<file path="config.mk">
export PLATFORM = sky130hd
export DESIGN_NAME = find_my_best
export DESIGN_NICKNAME = d
export VERILOG_FILES = /design/src/rtl/find_my_best.sv
export SDC_FILE = /design/constraint.sdc
export NUM_CORES = 1
export LEC_CHECK = 0
export CAP_MARGIN = 40
export CORE_MARGIN = 4
export CORE_UTILIZATION = 62
export CTS_BUF_LIST = sky130_fd_sc_hd__clkbuf_8
export DETAILED_ROUTE_END_ITERATION = 16
export PLACE_DENSITY_LB_ADDON = 0.08
export SLEW_MARGIN = 40
export SYNTH_ARGS = -nofsm -noshare
export SYNTH_HDL_FRONTEND = slang
export SYNTH_SLANG_ARGS = --single-unit
</file>
<file path="constraint.sdc">
create_clock -name clock -period 4.65 [get_ports clock]
set_input_delay 0.465 -clock clock [delete_from_list [all_inputs] [get_ports clock]]
set_output_delay 0.465 -clock clock [all_outputs]
set_load 0.02 [all_outputs]
</file>
<file path="src/rtl/find_my_best.sv">
// Neighbor search: reads a neighbor count and per-neighbor Q-values from memory,
// writes back the index and Q-value of the best neighbor. Define
// FMB_HOPS_TIEBREAK_EN to also read hop counts and break Q ties on fewer hops.
module find_my_best #(
    parameter logic [10:0] ADDR_NCOUNT = 11'h274,
    parameter logic [10:0] ADDR_QVAL   = 11'h052,
    parameter logic [10:0] ADDR_HOPS   = 11'h032,
    parameter logic [10:0] ADDR_BEST   = 11'h276,
    parameter int          MAX_NBR     = 16
) (
    input  logic        clock,
    input  logic        rst,
    input  logic        en,
    input  logic        start,
    input  logic [15:0] data_in,
    output logic [10:0] address,
    output logic [15:0] data_out,
    output logic        wr_en,
    output logic        done,
    output logic [2:0]  state_dbg
);

    // Memory handshake: address/data_out/wr_en are registered; data_in is the
    // read data for whatever address is presented during the same cycle, and a
    // write takes effect in every cycle wr_en is high.
`ifdef FMB_HOPS_TIEBREAK_EN
    typedef enum logic [2:0] {
        IDLE      = 3'd0,
        RD_NCOUNT = 3'd1,
        RD_QVAL   = 3'd2,
        RD_HOPS   = 3'd3,
        WR_BEST   = 3'd4,
        WR_BESTQ  = 3'd5,
        DONE      = 3'd6
    } state_t;
`else
    typedef enum logic [2:0] {
        IDLE      = 3'd0,
        RD_NCOUNT = 3'd1,
        RD_QVAL   = 3'd2,
        WR_BEST   = 3'd4,
        WR_BESTQ  = 3'd5,
        DONE      = 3'd6
    } state_t;
`endif

    state_t      state, state_n;
    logic [4:0]  i, i_n, i_inc;
    logic [4:0]  count, count_n;
    logic [15:0] best_idx, best_idx_n;
    logic [15:0] best_q, best_q_n;
    logic [10:0] address_n;
    logic [15:0] data_out_n;
    logic        wr_en_n, done_n;
    logic [15:0] cand_q;
    logic        better;
`ifdef FMB_HOPS_TIEBREAK_EN
    logic [15:0] best_hops, best_hops_n;
    logic [15:0] q_hold, q_hold_n;
`endif

    function automatic logic [10:0] tbl_addr(input logic [10:0] base, input logic [4:0] idx);
        return base + {5'd0, idx, 1'b0};
    endfunction

    assign i_inc     = i + 5'd1;
    assign state_dbg = state;

    // The first neighbor always wins (sentinel index); afterwards only a strictly
    // better candidate replaces, so ties keep the lower index.
    always_comb begin
`ifdef FMB_HOPS_TIEBREAK_EN
        cand_q = q_hold;
        better = (best_idx == 16'hFFFF) || (cand_q > best_q) ||
                 ((cand_q == best_q) && (data_in < best_hops));
`else
        cand_q = data_in;
        better = (best_idx == 16'hFFFF) || (cand_q > best_q);
`endif
    end

    always_comb begin
        state_n     = state;
        i_n         = i;
        count_n     = count;
        best_idx_n  = best_idx;
        best_q_n    = best_q;
        address_n   = address;
        data_out_n  = data_out;
        wr_en_n     = 1'b0;
        done_n      = 1'b0;
`ifdef FMB_HOPS_TIEBREAK_EN
        best_hops_n = best_hops;
        q_hold_n    = q_hold;
`endif
        if (state != IDLE && !en) begin
            state_n = IDLE;
        end else begin
            case (state)
                IDLE: begin
                    if (en && start) begin
                        state_n     = RD_NCOUNT;
                        address_n   = ADDR_NCOUNT;
                        i_n         = 5'd0;
                        best_idx_n  = 16'hFFFF;
                        best_q_n    = 16'd0;
`ifdef FMB_HOPS_TIEBREAK_EN
                        best_hops_n = 16'hFFFF;
`endif
                    end
                end
                RD_NCOUNT: begin
                    if (data_in > 16'(MAX_NBR)) count_n = 5'(MAX_NBR);
                    else                        count_n = data_in[4:0];
                    if (count_n == 5'd0) begin
                        state_n    = WR_BEST;
                        address_n  = ADDR_BEST;
                        data_out_n = best_idx;
                        wr_en_n    = 1'b1;
                    end else begin
                        state_n   = RD_QVAL;
                        address_n = ADDR_QVAL;
                    end
                end
`ifdef FMB_HOPS_TIEBREAK_EN
                RD_QVAL: begin
                    q_hold_n  = data_in;
                    address_n = tbl_addr(ADDR_HOPS, i);
                    state_n   = RD_HOPS;
                end
                RD_HOPS: begin
`else
                RD_QVAL: begin
`endif
                    if (better) begin
                        best_idx_n  = {11'd0, i};
                        best_q_n    = cand_q;
`ifdef FMB_HOPS_TIEBREAK_EN
                        best_hops_n = data_in;
`endif
                    end
                    i_n = i_inc;
                    // Last neighbor: the write of the index must already see this compare.
                    if (i_inc == count) begin
                        state_n    = WR_BEST;
                        address_n  = ADDR_BEST;
                        data_out_n = better ? {11'd0, i} : best_idx;
                        wr_en_n    = 1'b1;
                    end else begin
                        state_n   = RD_QVAL;
                        address_n = tbl_addr(ADDR_QVAL, i_inc);
                    end
                end
                WR_BEST: begin
                    state_n    = WR_BESTQ;
                    address_n  = ADDR_BEST + 11'd2;
                    data_out_n = best_q;
                    wr_en_n    = 1'b1;
                end
                WR_BESTQ: begin
                    state_n = DONE;
                    done_n  = 1'b1;
                end
                DONE: begin
                    state_n = IDLE;
                end
                default: begin
                    state_n = IDLE;
                end
            endcase
        end
    end

    always_ff @(posedge clock or posedge rst) begin
        if (rst) begin
            state     <= IDLE;
            i         <= 5'd0;
            count     <= 5'd0;
            best_idx  <= 16'hFFFF;
            best_q    <= 16'd0;
            address   <= 11'd0;
            data_out  <= 16'd0;
            wr_en     <= 1'b0;
            done      <= 1'b0;
`ifdef FMB_HOPS_TIEBREAK_EN
            best_hops <= 16'hFFFF;
            q_hold    <= 16'd0;
`endif
        end else begin
            state     <= state_n;
            i         <= i_n;
            count     <= count_n;
            best_idx  <= best_idx_n;
            best_q    <= best_q_n;
            address   <= address_n;
            data_out  <= data_out_n;
            wr_en     <= wr_en_n;
            done      <= done_n;
`ifdef FMB_HOPS_TIEBREAK_EN
            best_hops <= best_hops_n;
            q_hold    <= q_hold_n;
`endif
        end
    end

endmodule

</file>
==> results of run 1 <==
==> per-stage QoR <==
step            util  power [mW]  area, um^2  hold WS (ps)
5_1_grt        0.756        2.42        4910           534
2_1_floorplan      -        1.42        4240           452
3_5_place_dp   0.722        1.73        4690           500
6_report       0.756        2.30        4910           488
3_3_place_gp   0.722        1.71        4690           475
4_1_cts        0.756        2.29        4910           513
==> path summary, 6_finish.rpt <==
path | slack [ps] | startpoint | to
max | 1350 | data_in[11] | best_q[1]
min in group clock | 510 | address[9] | address[9]
min | 490 | rst | best_q[15]
max reg2reg | 1490 | best_q[15] | best_q[1]
min reg2reg | 510 | address[9] | address[9]
max in group asynchronous | 3160 | rst | state_dbg[1]
==> cells in the final DEF, fill, tap and decap left out, types with 3 or more instances in the layout <==
cell	netlist	layout
nor4_1	5	5
o211ai_1	13	13
nand4_1	12	12
nand2_1	43	43
o21a_1	3	3
a221oi_1	5	5
o211a_1	5	5
clkbuf_8	0	9
buf_4	3	6
dfstp_2	16	16
dfrtp_1	55	54
nand3_1	13	13
ha_1	18	18
and2_1	5	5
xor2_1	5	5
a21oi_1	11	11
or4_1	3	3
nor3_1	8	7
inv_1	26	25
clkdlybuf4s50_1	0	48
xnor2_1	5	5
mux2i_1	4	4
o22ai_1	3	3
nor2_1	66	66
a221o_1	13	13
a22o_1	8	8
and3_1	23	23
o21ai_0	18	18
a31oi_1	12	12
nor2b_1	6	6
a221o_2	3	3
conb_1	1	3
==> layer usage <==
metal / track usage / vias up / wire [um]
met5: 0 / - / 0
met4: 0.110 / 0 / 308
met3: 0.0650 / 32 / 1090
met2: 0.419 / 230 / 5020
met1: 0.394 / 1777 / 4670
li1: - / 1757 / -
==> report_power, final <==
part / internal [mW] / total, mW / switching [mW]
combinational: 0.373 / 0.815 / 0.442
sequential: 0.787 / 0.920 / 0.133
clock: 0.303 / 0.560 / 0.257
total: 1.46 / 2.30 / 0.833
==> area by class of cell <==
class	instances	area (um^2)	area share
Clock buffer	9	124	0.0252
Clock inverter	7	97.6	0.0199
Inverter	26	97.6	0.0199
Multi-Input combinational cell	340	2170	0.442
Sequential cell	71	1800	0.366
Tap cell	77	96.3	0.0196
Timing Repair Buffer	54	526	0.107
==> kinds of logic (layout without fill, tap and decap cells) <==
logic type / after synthesis / count (layout) / synth area share
and+or+nand+nor: 197 / 197 / 0.228
muxes: 4 / 4 / 0.00946
buffers and inverters: 61 / 96 / 0.0665
other: 1 / 3 / 0.000886
AOI/OAI and AO/OA: 106 / 106 / 0.186
adders and majority gates: 18 / 18 / 0.0532
xor gates and xnor gates: 12 / 12 / 0.0313
DFF: 71 / 71 / 0.424
==> flip-flops by register name (all words and copies together) (netlist names) <==
register / cells
i: 5
best_idx: 16
state_dbg: 3
data_out: 16
address: 8
best_q: 16
count: 5
wr_en: 1
done: 1
==> worst register-to-register path, delay by kind of cell, from the launching register on <==
| kind | cells | cell delay (ps) |
|---|---|---|
| buffers and inverters | 2 | 310 |
| AO/OA/AOI/OAI | 1 | 410 |
| adder cells (fa/ha/maj) | 1 | 300 |
| flip-flops | 1 | 410 |
| AND/OR/NAND/NOR | 5 | 1620 |
==> results.sh, run 1 <==
export IMPL_critPathMaxFanout=17
export IMPL_antenna_found_initial=0
export IMPL_placed_cells=568
export IMPL_place_gp_congestion=0.947
export IMPL_htreeDepth=3
export IMPL_wl_per_cell_um=19.0
export IMPL_fin_crit_sh=0.709
export IMPL_dieArea_um2=8210
export IMPL_finalNonFillerCells=584
export IMPL_dp_slack_ps=1090
export IMPL_maxCapViolations=0
export IMPL_slowest_stage="and4_1"
export IMPL_vias=3796
export IMPL_ys_types=55
export IMPL_max_freq_mhz=303
export IMPL_yosys_top_cells_count="66 x nor2_1, 55 x dfrtp_1, 43 x nand2_1"
export IMPL_io_pins=52
export IMPL_crit_buf_inv=2
export IMPL_crit_type="input port to flip-flop"
export IMPL_die_w_um=90.6
export IMPL_grt_pass1_wl_um=18300
export IMPL_post_cts_resized=0
export IMPL_final_setup_tns_ps=0
export IMPL_powerDensity_nw_per_um2=467
export IMPL_grt_pass1_vias=3637
export IMPL_drt_iter0_drc=380
export IMPL_yosysWarnings=0
export IMPL_crit_chain="clkdlybuf4s50_1 -> ha_1 -> a21oi_1 -> nor2_1 -> nor3_1 -> and4_1 -> nor3b_4 -> buf_4 -> a221o_2"
export IMPL_clkLatencyLatePin_ps=360
export IMPL_async_reset_ff_frac=1.00
export IMPL_rsz0062_at_grt="false"
export IMPL_yosysMostFrequentCell="nor2_1"
export IMPL_numCtsBuffers=9
export IMPL_firstDrtPassIters=5
export IMPL_drive_gt1_frac=0.0947
export IMPL_ys_ff_latch=71
export IMPL_layout_nets=540
export IMPL_drc_errors=0
export IMPL_synth_area_um2=4230
export IMPL_ant_nets=0
export IMPL_period_needed_ps=3300
export IMPL_grt_max_degree=45
export IMPL_avgSynthCellArea_um2=9.01
export IMPL_die_h_um=90.6
export IMPL_n_antenna_cell=0
export IMPL_cp_arrival_ps=3540
export IMPL_startpoint_type="input port"
export IMPL_synth_flop_cell="dfrtp_1"
export IMPL_cts_tree="done"
export IMPL_grt_ovfl_total=0
export IMPL_synth_top_area_cell="dfrtp_1"
export IMPL_rr_worst_depth=9
export IMPL_tightest_slew_ps=827
export IMPL_hold_path_class="input port to async pin"
export IMPL_clk_pin_slew_worst_paths_ps=90
export IMPL_ctsHoldBuffers=0
export IMPL_globalRouteTotalUtil=0.280
export IMPL_ir_worst_vdd_mv=0.238
export IMPL_clock_sinks=71
export IMPL_status="finished, final reports clean"
export IMPL_cp_required_ps=4890
export IMPL_hold_viol=0
export IMPL_cts_root_buf="clkbuf_8"
export IMPL_syn_inst=470
export IMPL_crit_family="simple AND/OR/NAND/NOR gates"
export IMPL_routed_wirelength_um=11100
export IMPL_hpwl_um=7830
export IMPL_post_cts_buffers=0
export IMPL_cp_depth=9
export IMPL_fillers=472
export IMPL_setup_viol=0
export IMPL_synth_edff_count=0
export IMPL_port_buffer_count=48
export IMPL_area_delta_synth_final_pct=16.0
export IMPL_clockBufferDepth=2
export IMPL_relSlewSlack=0.447
export IMPL_yosysTopAreaCellShare=0.325
export IMPL_cpPeakStageDelay_ps=780
export IMPL_rows=29
export IMPL_initial_utilization=0.652
export IMPL_avgViaCountPerCell=6.50
export IMPL_slew_violations=0
export IMPL_fin_ws_ps=1350
export IMPL_worstSetupEndpointType="flip-flop"
export IMPL_yosys_top_cells_area="dfrtp_1 33%, dfstp_2 9.9%, nor2_1 5.9%, ha_1 5.3%, nand2_1 3.8%"
export IMPL_finClkSkew_ps=12.1
export IMPL_core_area_um2=6490
export IMPL_power_leakage_nw=2.11
export IMPL_yosysSeqAreaShare=0.424
Note: power is estimated with default switching activity, not from simulation.
==> inputs of run 2 (changes only) <==
--- a/config.mk
+++ b/config.mk
@@ -7,7 +7,7 @@
 export LEC_CHECK = 0
 export CAP_MARGIN = 40
 export CORE_MARGIN = 4
-export CORE_UTILIZATION = 62
+export CORE_UTILIZATION = 58
 export CTS_BUF_LIST = sky130_fd_sc_hd__clkbuf_8
 export DETAILED_ROUTE_END_ITERATION = 16
 export PLACE_DENSITY_LB_ADDON = 0.08
==> constraint.sdc (replaced) <==
create_clock -name clock -period 3.1 [get_ports clock]
set_input_delay 0.31 -clock clock [delete_from_list [all_inputs] [get_ports clock]]
set_output_delay 0.31 -clock clock [all_outputs]
set_load 0.02 [all_outputs]
==> run 2 against run 1 <==
Effect of this change:
- final area up 2.4%
- critical endpoint is now data_out[1]
- cell count up 4.8%
- worst setup slack got worse by 1200 ps
- worst hold slack got worse by 140 ps
- first-iteration DRC count down 8.4%
==> results.sh, run 2 (synthesized netlist as in run 1, its figures left out) <==
export IMPL_status="finished, final reports clean"
export IMPL_maxCapViolations=0
export IMPL_grtUsageMet2=0.425
export IMPL_placed_area_um2=4800
export IMPL_avgViaCountPerCell=6.23
export IMPL_crit_end="data_out[1]"
export IMPL_fillers=555
export IMPL_post_cts_buffers=0
export IMPL_drt_iter0_drc=348
export IMPL_antenna_found_initial=0
export IMPL_setup_viol=0
export IMPL_firstDrtPassIters=5
export IMPL_reg_top3="best_idx (16), best_q (16), data_out (16)"
export IMPL_grt_max_degree=39
export IMPL_cts_root_buf="clkbuf_8"
export IMPL_r2r_end="data_out[1]"
export IMPL_power_leakage_nw=2.17
export IMPL_period_needed_ps=2910
export IMPL_area_delta_synth_final_pct=18.8
export IMPL_htreeDepth=3
export IMPL_placed_cells=596
export IMPL_grt_use_met1=0.374
export IMPL_crit_reg2reg_launch="best_q[14]"
export IMPL_ant_nets=0
export IMPL_die_w_um=93.4
export IMPL_grt_pass1_vias=3636
export IMPL_io_pins=52
export IMPL_n_antenna_cell=0
export IMPL_layout_nets=549
export IMPL_clkLatencyLatePin_ps=360
export IMPL_ctsHoldBuffers=0
export IMPL_clock_sinks=71
export IMPL_port_buffer_count=48
export IMPL_tightest_slew_ps=630
export IMPL_design_area_um2=5030
export IMPL_core_area_um2=6940
export IMPL_clockBufferDepth=2
export IMPL_grt_busiest_layer="met2"
export IMPL_grt_ovfl_total=0
export IMPL_critPathMaxFanout=16
export IMPL_place_gp_congestion=0.898
export IMPL_wl_per_cell_um=18.4
export IMPL_rows=30
export IMPL_hold_path_class="input port to async pin"
export IMPL_layout_common_cells="66 x nor2_1, 55 x dfrtp_1, 48 x clkdlybuf4s50_1, 43 x nand2_1, 26 x inv_1"
export IMPL_finClkSkew_ps=6.61
export IMPL_hold_viol=0
export IMPL_crit_type="flip-flop to flip-flop"
export IMPL_powerDensity_nw_per_um2=691
export IMPL_clk_pin_slew_worst_paths_ps=80
export IMPL_cp_required_ps=3360
export IMPL_drive_gt1_frac=0.107
export IMPL_dieArea_um2=8730
export IMPL_critPathLaunch="best_q[14]"
export IMPL_vias=3812
export IMPL_cts_tree="done"
export IMPL_rr_worst_depth=9
export IMPL_rsz0062_at_grt="false"
export IMPL_met3_usage=0.0499
export IMPL_fin_crit_sh=0.938
export IMPL_drc_errors=0
export IMPL_final_common_cell="nor2_1"
export IMPL_hpwl_um=8020
export IMPL_worstSetupEndpointType="flip-flop"
export IMPL_r2r_slack_ps=190
export IMPL_cp_arrival_ps=3170
export IMPL_slew_violations=0
export IMPL_numCtsBuffers=9
export IMPL_startpoint_type="flip-flop"
export IMPL_initial_utilization=0.610
export IMPL_relSlewSlack=0.580
export IMPL_finalNonFillerCells=612
export IMPL_globalRouteTotalUtil=0.270
export IMPL_routed_wirelength_um=11300
export IMPL_max_freq_mhz=344
export IMPL_post_cts_resized=0
export IMPL_die_h_um=93.4
export IMPL_ir_worst_vdd_mv=0.297
export IMPL_grt_pass1_wl_um=18300
-- run 2: cell types whose count changed in the layout (fill, tap and decap cells not counted), sizes merged --
cell      delta
clkinvlp     -1
buf          +9
inv          +1
-- run 2: stage by stage --
| step | hold WS [ps] | worst slack [ps] | TNS [ps] | power [mW] | utilization |
|---|---|---|---|---|---|
| finish | 345 | 192 | 0 | 3.48 | 0.724 |
| detailed placement | 487 | -35.5 | -35.5 | 2.64 | 0.692 |
| global placement | 478 | 148 | 0 | 2.60 | 0.692 |
| CTS | 447 | 269 | 0 | 3.47 | 0.724 |
| floorplan | 443 | 597 | 0 | 2.14 | - |
| global route | 388 | 7.38 | 0 | 3.67 | 0.724 |
-- run 2: worst min path at each step --
| stage | endpoint | cells past startpoint | from |
|---|---|---|---|
| global placement | address[9] | 1 | address[9] |
| CTS | i[2] | 2 | rst |
| detailed placement | address[9] | 1 | address[9] |
| finish | address[5] | 2 | rst |
| floorplan | count[0] | 1 | data_in[0] |
| global route | i[1] | 2 | rst |
-- run 2: layout make-up --
type,instances,area (um^2),area share
multi-input cells,340,2170,0.432
flip-flops and latches,71,1800,0.357
repair buffers,63,618,0.123
clock buffers,9,124,0.0246
well taps,96,120,0.0239
inverters,26,98.8,0.0197
clock inverters,7,97.6,0.0194
-- run 2: routing by layer --
layer / routed length, um / part of all wire
met5: 0 / 0
met3: 788 / 0.070
met4: 203 / 0.018
met1: 5050 / 0.45
met2: 5220 / 0.46
-- run 2: power breakdown --
group | switching, mW | internal [mW] | leakage, nW
combinational | 0.677 | 0.588 | 1.22
clock | 0.373 | 0.455 | 0.111
sequential | 0.202 | 1.18 | 0.839
total | 1.25 | 2.22 | 2.17
-- run 2: worst max-delay path, stage by stage (launching register included) --
cell     delay [ps]
dfrtp_1         420
inv_1            80
ha_1            320
nand4_2         160
nor4_1          530
o21ai_1         310
and4_1          330
buf_4           220
o211a_1         250
o21ai_0         190
==> inputs of run 3 (changes only) <==
--- a/config.mk
+++ b/config.mk
@@ -7,7 +7,7 @@
 export LEC_CHECK = 0
 export CAP_MARGIN = 40
 export CORE_MARGIN = 4
-export CORE_UTILIZATION = 58
+export CORE_UTILIZATION = 52
 export CTS_BUF_LIST = sky130_fd_sc_hd__clkbuf_8
 export DETAILED_ROUTE_END_ITERATION = 16
 export PLACE_DENSITY_LB_ADDON = 0.08
@@ -15,3 +15,4 @@
 export SYNTH_ARGS = -nofsm -noshare
 export SYNTH_HDL_FRONTEND = slang
 export SYNTH_SLANG_ARGS = --single-unit
+export TNS_END_PERCENT = 5
==> constraint.sdc (replaced) <==
create_clock -name clock -period 2.4 [get_ports clock]
set_input_delay 0.24 -clock clock [delete_from_list [all_inputs] [get_ports clock]]
set_output_delay 0.24 -clock clock [all_outputs]
set_load 0.02 [all_outputs]
==> run 3 against run 2 <==
Effect of this change:
- critical path depth grew 2
- combinational power grew 48%
- clock power grew 18%
- core utilization shrank 1.7 points
- highest routed layer unchanged
- wire length grew 5.9%
- via count grew 4.0%
- maximum frequency grew 23%
==> results.sh, run 3 (synthesized netlist as in run 1, its figures left out) <==
export IMPL_numCtsBuffers=9
export IMPL_dp_slack_ps=-249
export IMPL_layout_common_cells="66 x nor2_1, 55 x dfrtp_1, 53 x buf_4, 48 x clkdlybuf4s50_1, 43 x nand2_1"
export IMPL_antenna_found_initial=0
export IMPL_place_gp_congestion=0.850
export IMPL_cp_common_cell="buf_6"
export IMPL_rsz0062_at_grt="true"
export IMPL_power_leakage_nw=2.42
export IMPL_area_delta_synth_final_pct=30.5
export IMPL_crit_buf_inv=4
export IMPL_slew_violations=0
export IMPL_grt_pass1_wl_um=18900
export IMPL_cp_required_ps=2680
export IMPL_period_needed_ps=2370
export IMPL_layout_nets=597
export IMPL_drt_iter0_drc=220
export IMPL_final_common_cell="nor2_1"
export IMPL_die_h_um=98.2
export IMPL_rr_worst_depth=11
export IMPL_worstSetupEndpointType="flip-flop"
export IMPL_firstDrtPassIters=4
export IMPL_crit_chain="inv_2 -> ha_4 -> nand4_4 -> nor4_2 -> buf_4 -> o21ai_2 -> and4_4 -> nor3b_4 -> buf_6 -> buf_6 -> a221o_1"
export IMPL_n_antenna_cell=0
export IMPL_initial_utilization=0.542
export IMPL_routed_wirelength_um=11900
export IMPL_clk_pin_slew_worst_paths_ps=80
export IMPL_die_w_um=98.2
export IMPL_drive_gt1_frac=0.211
export IMPL_hpwl_um=8390
export IMPL_final_core_util=0.707
export IMPL_rows=32
export IMPL_hold_path_class="input port to async pin"
export IMPL_io_pins=52
export IMPL_grt_ovfl_total=0
export IMPL_cp_arrival_ps=2640
export IMPL_htreeDepth=3
export IMPL_grt_max_degree=72
export IMPL_wl_per_cell_um=17.9
export IMPL_powerDensity_nw_per_um2=830
export IMPL_maxCapViolations=0
export IMPL_hold_viol=0
export IMPL_crit_family="simple AND/OR/NAND/NOR gates"
export IMPL_ir_worst_vdd_mv=0.611
export IMPL_cpPeakStageDelay_ps=410
export IMPL_clock_sinks=71
export IMPL_cts_root_buf="clkbuf_8"
export IMPL_grt_pass1_vias=3744
export IMPL_reg_top3="best_idx (16), best_q (16), data_out (16)"
export IMPL_clkLatencyLatePin_ps=340
export IMPL_crit_type="flip-flop to flip-flop"
export IMPL_slowest_stage="dfrtp_1"
export IMPL_drc_errors=0
export IMPL_fin_ws_ps=34.4
export IMPL_critPathMaxFanout=6
export IMPL_setup_viol=0
export IMPL_fin_crit_sh=0.986
export IMPL_globalRouteTotalUtil=0.243
export IMPL_clockBufferDepth=2
export IMPL_avgViaCountPerCell=5.95
export IMPL_core_area_um2=7810
export IMPL_startpoint_type="flip-flop"
export IMPL_port_buffer_count=48
export IMPL_max_freq_mhz=423
export IMPL_ant_nets=0
export IMPL_cts_tree="done"
export IMPL_status="finished, final reports clean"
export IMPL_cp_depth=11
export IMPL_finClkSkew_ps=9.82
export IMPL_dieArea_um2=9650
export IMPL_vias=3965
## run 3: cell count changes in the layout (fill, tap and decap cells not counted), moves of 4 or more
cell,before,now
buf_12,2,6
buf_6,0,4
ha_4,0,4
buf_4,13,53
inv_2,0,5
inv_1,26,21
ha_1,18,13
## run 3: cell type report
| type | count | area [um^2] |
|---|---|---|
| Timing Repair Buffer | 111 | 1040 |
| Clock inverter | 6 | 60.1 |
| Tap cell | 102 | 128 |
| Fill cell | 616 | 2280 |
| Multi-Input combinational cell | 340 | 2260 |
| Sequential cell | 71 | 1800 |
| Inverter | 26 | 97.6 |
| Clock buffer | 10 | 138 |
## run 3: repair_timing
item	4_1_cts	5_1_grt
pin swaps	1	8
cloned	0	2
buffers inserted	0	6
resized for setup	2	21
hold buffers	0	0
setup endpoints to repair	16	47
## run 3: worst paths after layout
path	start	slack, ps	end
worst max-delay path	best_q[12]	30	best_q[14]
worst min-delay path	rst	300	data_out[12]
max in group asynchronous	rst	1770	best_idx[1]
worst min register to register	address[9]	490	address[9]
min in group clock	address[9]	490	address[9]
worst max register to register	best_q[12]	30	best_q[14]
## run 3: power by group
part	leakage, nW	switching, mW	total (mW)	internal [mW]
registers	0.839	0.221	1.74	1.52
logic	1.48	0.951	1.86	0.913
clock network	0.0981	0.472	0.976	0.503
## run 3: stage by stage
step | TNS [ps] | hold WS (ps) | total power, mW | std cells | area (um^2)
5_1_grt | -864 | 333 | 4.84 | 666 | 5520
6_report | 0 | 301 | 4.58 | 666 | 5520
2_1_floorplan | 0 | 373 | 2.76 | 472 | 4250
3_3_place_gp | -6560 | 473 | 3.49 | 642 | 5170
3_5_place_dp | -9150 | 481 | 3.52 | 642 | 5170
4_1_cts | 0 | 315 | 4.50 | 658 | 5370
## run 3: routing by layer
| metal | up-vias | wire length [um] | GRT usage | share of wire |
|---|---|---|---|---|
| met5 | - | 0 | 0 | 0 |
| met4 | 0 | 228 | 0.0809 | 0.019 |
| met3 | 21 | 802 | 0.0379 | 0.067 |
| met2 | 162 | 5450 | 0.374 | 0.46 |
| met1 | 1919 | 5440 | 0.352 | 0.46 |
| li1 | 1863 | - | - | - |
## run 3: worst register-to-register path: stages, from the launching register on
cell	delay, ps
dfrtp_1	410
inv_2	70
ha_4	270
nand4_4	120
nor4_2	290
buf_4	170
o21ai_2	70
and4_4	230
nor3b_4	210
buf_6	160
buf_6	130
a221o_1	170
